**config.mk**
```make
export PLATFORM = sky130hd
export DESIGN_NAME = cic3_comp_decim
export DESIGN_NICKNAME = d
export VERILOG_FILES = /design/src/rtl/cic3_comp_decim.sv
export SDC_FILE = /design/constraint.sdc
export NUM_CORES = 1
export LEC_CHECK = 0
export CAP_MARGIN = 40
export CORE_ASPECT_RATIO = 1.1
export CORE_UTILIZATION = 65
export CTS_BUF_LIST = sky130_fd_sc_hd__clkbuf_8
export CTS_CLUSTER_DIAMETER = 80
export DETAILED_ROUTE_END_ITERATION = 7
export DONT_BUFFER_PORTS = 1
export GPL_TIMING_DRIVEN = 0
export HOLD_SLACK_MARGIN = 0.1
export PLACE_DENSITY = 0.82
export SKIP_CTS_REPAIR_TIMING = 1
export SYNTH_ARGS = -nofsm -noshare
export SYNTH_HDL_FRONTEND = slang
export SYNTH_SLANG_ARGS = --single-unit
```
**constraint.sdc**
```tcl
create_clock -name clk -period 9 [get_ports clk]
set_clock_uncertainty 0.05 [all_clocks]
set_input_delay 1.8 -clock clk [delete_from_list [all_inputs] [get_ports clk]]
set_output_delay 1.8 -clock clk [all_outputs]
set_load 0.1 [all_outputs]
```
**src/rtl/cic3_comp_decim.sv**
```systemverilog
// Decimate the cic3 output by R, apply a 3-tap droop-compensation FIR, round/saturate
// to OUT_W and queue the samples in a small FIFO behind a valid/ready handshake.
module cic3_comp_decim #(
   parameter int IN_W       = 25,
   parameter int OUT_W      = 16,
   parameter int R          = 16,
   parameter int FIFO_DEPTH = 4
) (
   input  logic                        clk,
   input  logic                        reset,
   input  logic [IN_W-1:0]             cic_in,
   output logic [OUT_W-1:0]            dout,
   output logic                        dout_valid,
   input  logic                        dout_ready,
   output logic                        overflow,
   output logic [$clog2(FIFO_DEPTH):0] level
);

   localparam int CNT_W = $clog2(R);
   localparam int PTR_W = $clog2(FIFO_DEPTH);
   localparam int ACC_W = IN_W + 5;
   localparam int SHIFT = 3 + IN_W - OUT_W;

   localparam logic [CNT_W-1:0]        PHASE_LAST = CNT_W'(R - 1);
   localparam logic signed [ACC_W-1:0] RND        = ACC_W'(2 ** (SHIFT - 1));
   localparam logic signed [ACC_W-1:0] SAT_MAX    = ACC_W'(2 ** (OUT_W - 1) - 1);
   localparam logic signed [ACC_W-1:0] SAT_MIN    = ACC_W'(-(2 ** (OUT_W - 1)));
   localparam logic [PTR_W:0]          LVL_FULL   = (PTR_W + 1)'(FIFO_DEPTH);
   localparam logic [PTR_W:0]          LVL_ONE    = (PTR_W + 1)'(1);

   logic [CNT_W-1:0]        r_phase;
   logic                    w_strobe;
   logic signed [IN_W-1:0]  r_x0, r_x1, r_x2;
   logic                    r_fir_go;
   logic signed [ACC_W-1:0] w_x0e, w_x1e, w_x2e, w_acc, w_rnd, w_y;
   logic [OUT_W-1:0]        w_sat;
   logic [OUT_W-1:0]        r_result;
   logic                    r_push;

   logic [OUT_W-1:0]        r_mem [FIFO_DEPTH];
   logic [PTR_W-1:0]        r_wr_ptr, r_rd_ptr, w_rd_next;
   logic [PTR_W:0]          r_level;
   logic                    r_overflow;
   logic [OUT_W-1:0]        r_dout;
   logic                    w_pop, w_full, w_push_ok;

   assign w_strobe = (r_phase == PHASE_LAST);

   // acc = 10*x1 - x0 - x2; the extra 5 bits cover the worst-case gain of 12
   assign w_x0e = ACC_W'(r_x0);
   assign w_x1e = ACC_W'(r_x1);
   assign w_x2e = ACC_W'(r_x2);
   assign w_acc = (w_x1e <<< 3) + (w_x1e <<< 1) - w_x0e - w_x2e;
   assign w_rnd = w_acc + RND;
   assign w_y   = w_rnd >>> SHIFT;

   always_comb begin
      w_sat = w_y[OUT_W-1:0];
      if (w_y > SAT_MAX) begin
         w_sat = SAT_MAX[OUT_W-1:0];
      end else if (w_y < SAT_MIN) begin
         w_sat = SAT_MIN[OUT_W-1:0];
      end
   end

   always_ff @(posedge clk) begin
      if (reset) begin
         r_phase  <= '0;
         r_x0     <= '0;
         r_x1     <= '0;
         r_x2     <= '0;
         r_fir_go <= 1'b0;
         r_result <= '0;
         r_push   <= 1'b0;
      end else begin
         r_phase  <= w_strobe ? '0 : r_phase + CNT_W'(1);
         r_fir_go <= w_strobe;
         r_push   <= r_fir_go;
         if (w_strobe) begin
            r_x2 <= r_x1;
            r_x1 <= r_x0;
            r_x0 <= cic_in;
         end
         if (r_fir_go) begin
            r_result <= w_sat;
         end
      end
   end

   // A pop in the same edge frees the slot, so a push into a full FIFO still lands
   assign w_full    = (r_level == LVL_FULL);
   assign w_pop     = (r_level != '0) && dout_ready;
   assign w_push_ok = r_push && (!w_full || w_pop);
   assign w_rd_next = r_rd_ptr + PTR_W'(1);

   always_ff @(posedge clk) begin
      if (reset) begin
         for (int i = 0; i < FIFO_DEPTH; i++) begin
            r_mem[i] <= '0;
         end
         r_wr_ptr   <= '0;
         r_rd_ptr   <= '0;
         r_level    <= '0;
         r_overflow <= 1'b0;
         r_dout     <= '0;
      end else begin
         if (w_push_ok) begin
            r_mem[r_wr_ptr] <= r_result;
            r_wr_ptr        <= r_wr_ptr + PTR_W'(1);
         end
         if (w_pop) begin
            r_rd_ptr <= w_rd_next;
         end
         if (w_push_ok && !w_pop) begin
            r_level <= r_level + LVL_ONE;
         end else if (w_pop && !w_push_ok) begin
            r_level <= r_level - LVL_ONE;
         end
         if (r_push && w_full && !w_pop) begin
            r_overflow <= 1'b1;
         end
         // dout is a register so it holds its last value once the FIFO drains
         if (w_pop) begin
            if (r_level > LVL_ONE) begin
               r_dout <= r_mem[w_rd_next];
            end else if (w_push_ok) begin
               r_dout <= r_result;
            end
         end else if (w_push_ok && (r_level == '0)) begin
            r_dout <= r_result;
         end
      end
   end

   assign dout       = r_dout;
   assign dout_valid = (r_level != '0);
   assign overflow   = r_overflow;
   assign level      = r_level;

endmodule

```
==> flow_summary.json <==
{
  "syn_area_um2": 9800,
  "dp_cells": 1094,
  "p_per_area_nw_per_um2": 206,
  "crit_chain": "inv_1, fa_1, inv_1, fa_1, ha_1, ha_1, a21oi_1, o21ai_0, a32o_1, o31ai_4, o21ai_1, or4b_2, o2111ai_1, a211oi_1",
  "dpl.hpwl_um": 15300,
  "synth_area_leaders": "dfxtp_1, edfxtp_1, fa_1",
  "synthCells": 878,
  "muxShareOfSynthArea_pct": 5.42,
  "rows": 46,
  "topRoutingLayerUsed": "met4",
  "synth_top_family_by_area": "adder cells",
  "setup_viol": 0,
  "p_seq_share_pct": 43.4,
  "ant_nets": 0,
  "synth_edf_count": 64,
  "drc": 0,
  "avgRoutedWirePerCell_um": 17.9,
  "timing.fmax_mhz": 220,
  "grt_usage_pct": 28.1,
  "arrival_ns": 4.84,
  "worstHoldPathType": "register to register",
  "rsz0062_at_grt": "false",
  "drive_gt1_share_pct": 9.74,
  "hold_violations": 0,
  "drv_slew": 0,
  "status": "finished, final reports clean",
  "layout.nets": 1064,
  "cts.htree.levels": 4,
  "wl_met2_um": 10700,
  "timing.critical_path.buf_inv": 2,
  "synthAdderAreaFrac_pct": 18.6,
  "insertion_delay_ns": 0.47,
  "worstPathRequired_ns": 9.29,
  "first_pass_iters": 5,
  "power.share.clock_pct": 24.7,
  "core_area_um2": 14600,
  "setup_tns_ns": 0,
  "cp-end-kind": "register",
  "wl_met3_um": 748,
  "drv_cap": 0,
  "critPathMaxFanout": 6,
  "p_int_w": 0.00138,
  "io_pins": 49,
  "cts_tree": "yes",
  "async_flop_share_pct": 0,
  "avgSynthCellArea_um2": 11.2,
  "vias": 6691,
  "viasPerCell": 5.94,
  "root_buffer": "clkbuf_8",
  "crit_start": "r_x1[7]$_SDFFE_PP0P_",
  "die_x_um": 119,
  "synthXorXnorAreaFrac_pct": 2.32,
  "max-clock-path-buffers": 2,
  "r2r-end": "r_result[8]$_SDFFE_PP0P_",
  "cts_buffers": 17,
  "grt_pass1_wl_um": 33700,
  "synthFlopType": "dfxtp_1",
  "routed_wl_um": 20100,
  "worstMarginPinSlew_ns": 0.764,
  "diodes": 0,
  "r2r_setup_slack_ns": 4.45,
  "ir_worst_vdd_v": 0.000144,
  "finalCriticalPeriod_ns": 4.55,
  "crit_cells": 14,
  "swShare_pct": 38.1,
  "grt_pass1_vias": 7017,
  "clk_pin_slew_ns": 0.09,
  "reg2regPathDepth": 14,
  "area_growth_pct": 10.0,
  "switchingPower_w": 0.000846,
  "wl_met1_um": 8260,
  "overflow": 0,
  "die_h_um": 131,
  "synth_seq_cells": 185,
  "grt_start_max_net_pins": 17,
  "slowest_delay_ns": 0.68,
  "combPwrFrac_pct": 31.9,
  "dpl_cell_area_um2": 10400,
  "period_share_pct": 50.5,
  "antenna_found_initial": 0,
  "synth_top_area_share_pct": 24.7,
  "port_buffers": 0,
  "synthSimpleGateAreaFrac_pct": 9.48,
  "slew_headroom_pct": 49.1,
  "globalplace.congestion": 0.914,
  "r2r-start": "r_x1[7]$_SDFFE_PP0P_",
  "ys_types": 60,
  "yosysTopAreaCell": "dfxtp_1",
  "yosysWarnings": 0,
  "critPathCapture": "r_result[8]$_SDFFE_PP0P_",
  "start_kind": "register",
  "synth_compound_area_share_pct": 14.4,
  "synth_seq_area_share_pct": 44.3,
  "synth.net_count": 1021,
  "clkSinkCount": 185,
  "critPathKind": "register to register",
  "fin_cells": 1126,
  "initial_core_util_pct": 67.3,
  "final_area_um2": 10800,
  "p_leak_nw": 4.39,
  "crit_family": "adder cells",
  "drt_iter0_markers": 532,
  "critPathSlowestCell": "or4b_2",
  "hp-start": "r_phase[0]$_SDFF_PP0_",
  "die_area_um2": 15600
}
==> cell usage after synthesis, types with 16 or more instances <==
master / number
a211oi_1: 28
a21oi_1: 20
a22o_1: 75
and2_1: 18
clkbuf_1: 33
dfxtp_1: 121
edfxtp_1: 64
fa_1: 51
ha_1: 64
inv_1: 93
mux2i_1: 17
mux4_2: 16
nand2_1: 44
nor2_1: 89
xnor2_1: 18
==> through the flow <==
step	worst slack, ns	hold slack, ns	utilization, %	power [W]
2_1_floorplan	4.82	0.371	-	0.00148
3_3_place_gp	4.54	0.383	68.9	0.00152
3_5_place_dp	4.49	0.400	71.4	0.00169
4_1_cts	4.47	0.414	74.0	0.00223
5_1_grt	4.25	0.457	74.0	0.00230
6_report	4.45	0.410	74.0	0.00222
==> power groups by stage <==
stage | registers, W | logic (W) | clock network [W]
final | 0.000965 | 0.000708 | 0.000548
after floorplan | 0.00127 | 0.000206 | 0
after global routing | 0.000972 | 0.000739 | 0.000588
after global placement | 0.00128 | 0.000237 | 0
after CTS | 0.000966 | 0.000713 | 0.000555
after detailed placement | 0.000985 | 0.000710 | 0
==> how the worst min path moves through the flow <==
stage	end	slack [ns]	cells past startpoint
after floorplan	r_phase[0]$_SDFF_PP0_	0.37	1
after global placement	r_phase[0]$_SDFF_PP0_	0.38	1
after detailed placement	r_phase[0]$_SDFF_PP0_	0.40	1
after CTS	r_phase[0]$_SDFF_PP0_	0.41	1
after global routing	r_phase[0]$_SDFF_PP0_	0.46	1
final	r_phase[0]$_SDFF_PP0_	0.41	1
==> worst register-to-register path: stages (launching register included) <==
cell and delay [ns]:
dfxtp_1 0.41, inv_1 0.10, fa_1 0.51, inv_1 0.05, fa_1 0.45, ha_1 0.31
ha_1 0.35, a21oi_1 0.23, o21ai_0 0.14, a32o_1 0.32, o31ai_4 0.33, o21ai_1 0.24
or4b_2 0.69, o2111ai_1 0.14, a211oi_1 0.11
==> cells by family (layout without fill, tap and decap cells) <==
kind of cell,after synthesis,after routing
simple gates,201,201
flops,185,185
compound gates,181,181
buf+inv,137,193
fa+ha+maj,115,115
mux,33,33
xor+xnor,26,26
==> final cells by class <==
class / instances / area, um2
buffer: 44 / 185
tap: 192 / 240
sequential: 185 / 4340
clock buffer: 17 / 234
fill: 967 / 3780
inverter: 93 / 349
multi-input combinational: 556 / 4920
timing repair buffer: 24 / 350
clock inverter: 15 / 150
==> registers in the layout, indices dropped and copies added (netlist names) <==
register,cells
level,3
r_x1,25
overflow,1
r_wr_ptr,2
r_x0,25
r_x2,25
dout,16
r_result,16
r_rd_ptr,2
r_fir_go,1
r_phase,4
r_push,1
r_mem,64
==> layout by cell type (no fill, tap or decap), types with 14 or more instances in the layout <==
cell type,n
inv_1,94
buf_8,23
a22o_1,75
nor2_1,89
xnor2_1,18
mux2i_1,17
edfxtp_1,64
a21oi_1,20
a211oi_1,28
o21ai_0,14
clkbuf_8,17
nand2_1,44
fa_1,51
ha_1,64
dfxtp_1,121
and2_1,18
clkbuf_1,33
mux4_2,16
==> routing by layer <==
layer | global-route usage, % | vias up
met5 | 0 | -
met4 | 10.7 | 0
met3 | 5.38 | 40
met2 | 52.7 | 180
met1 | 31.9 | 3288
li1 | - | 3183
Note: power is estimated with default switching activity, not from simulation.
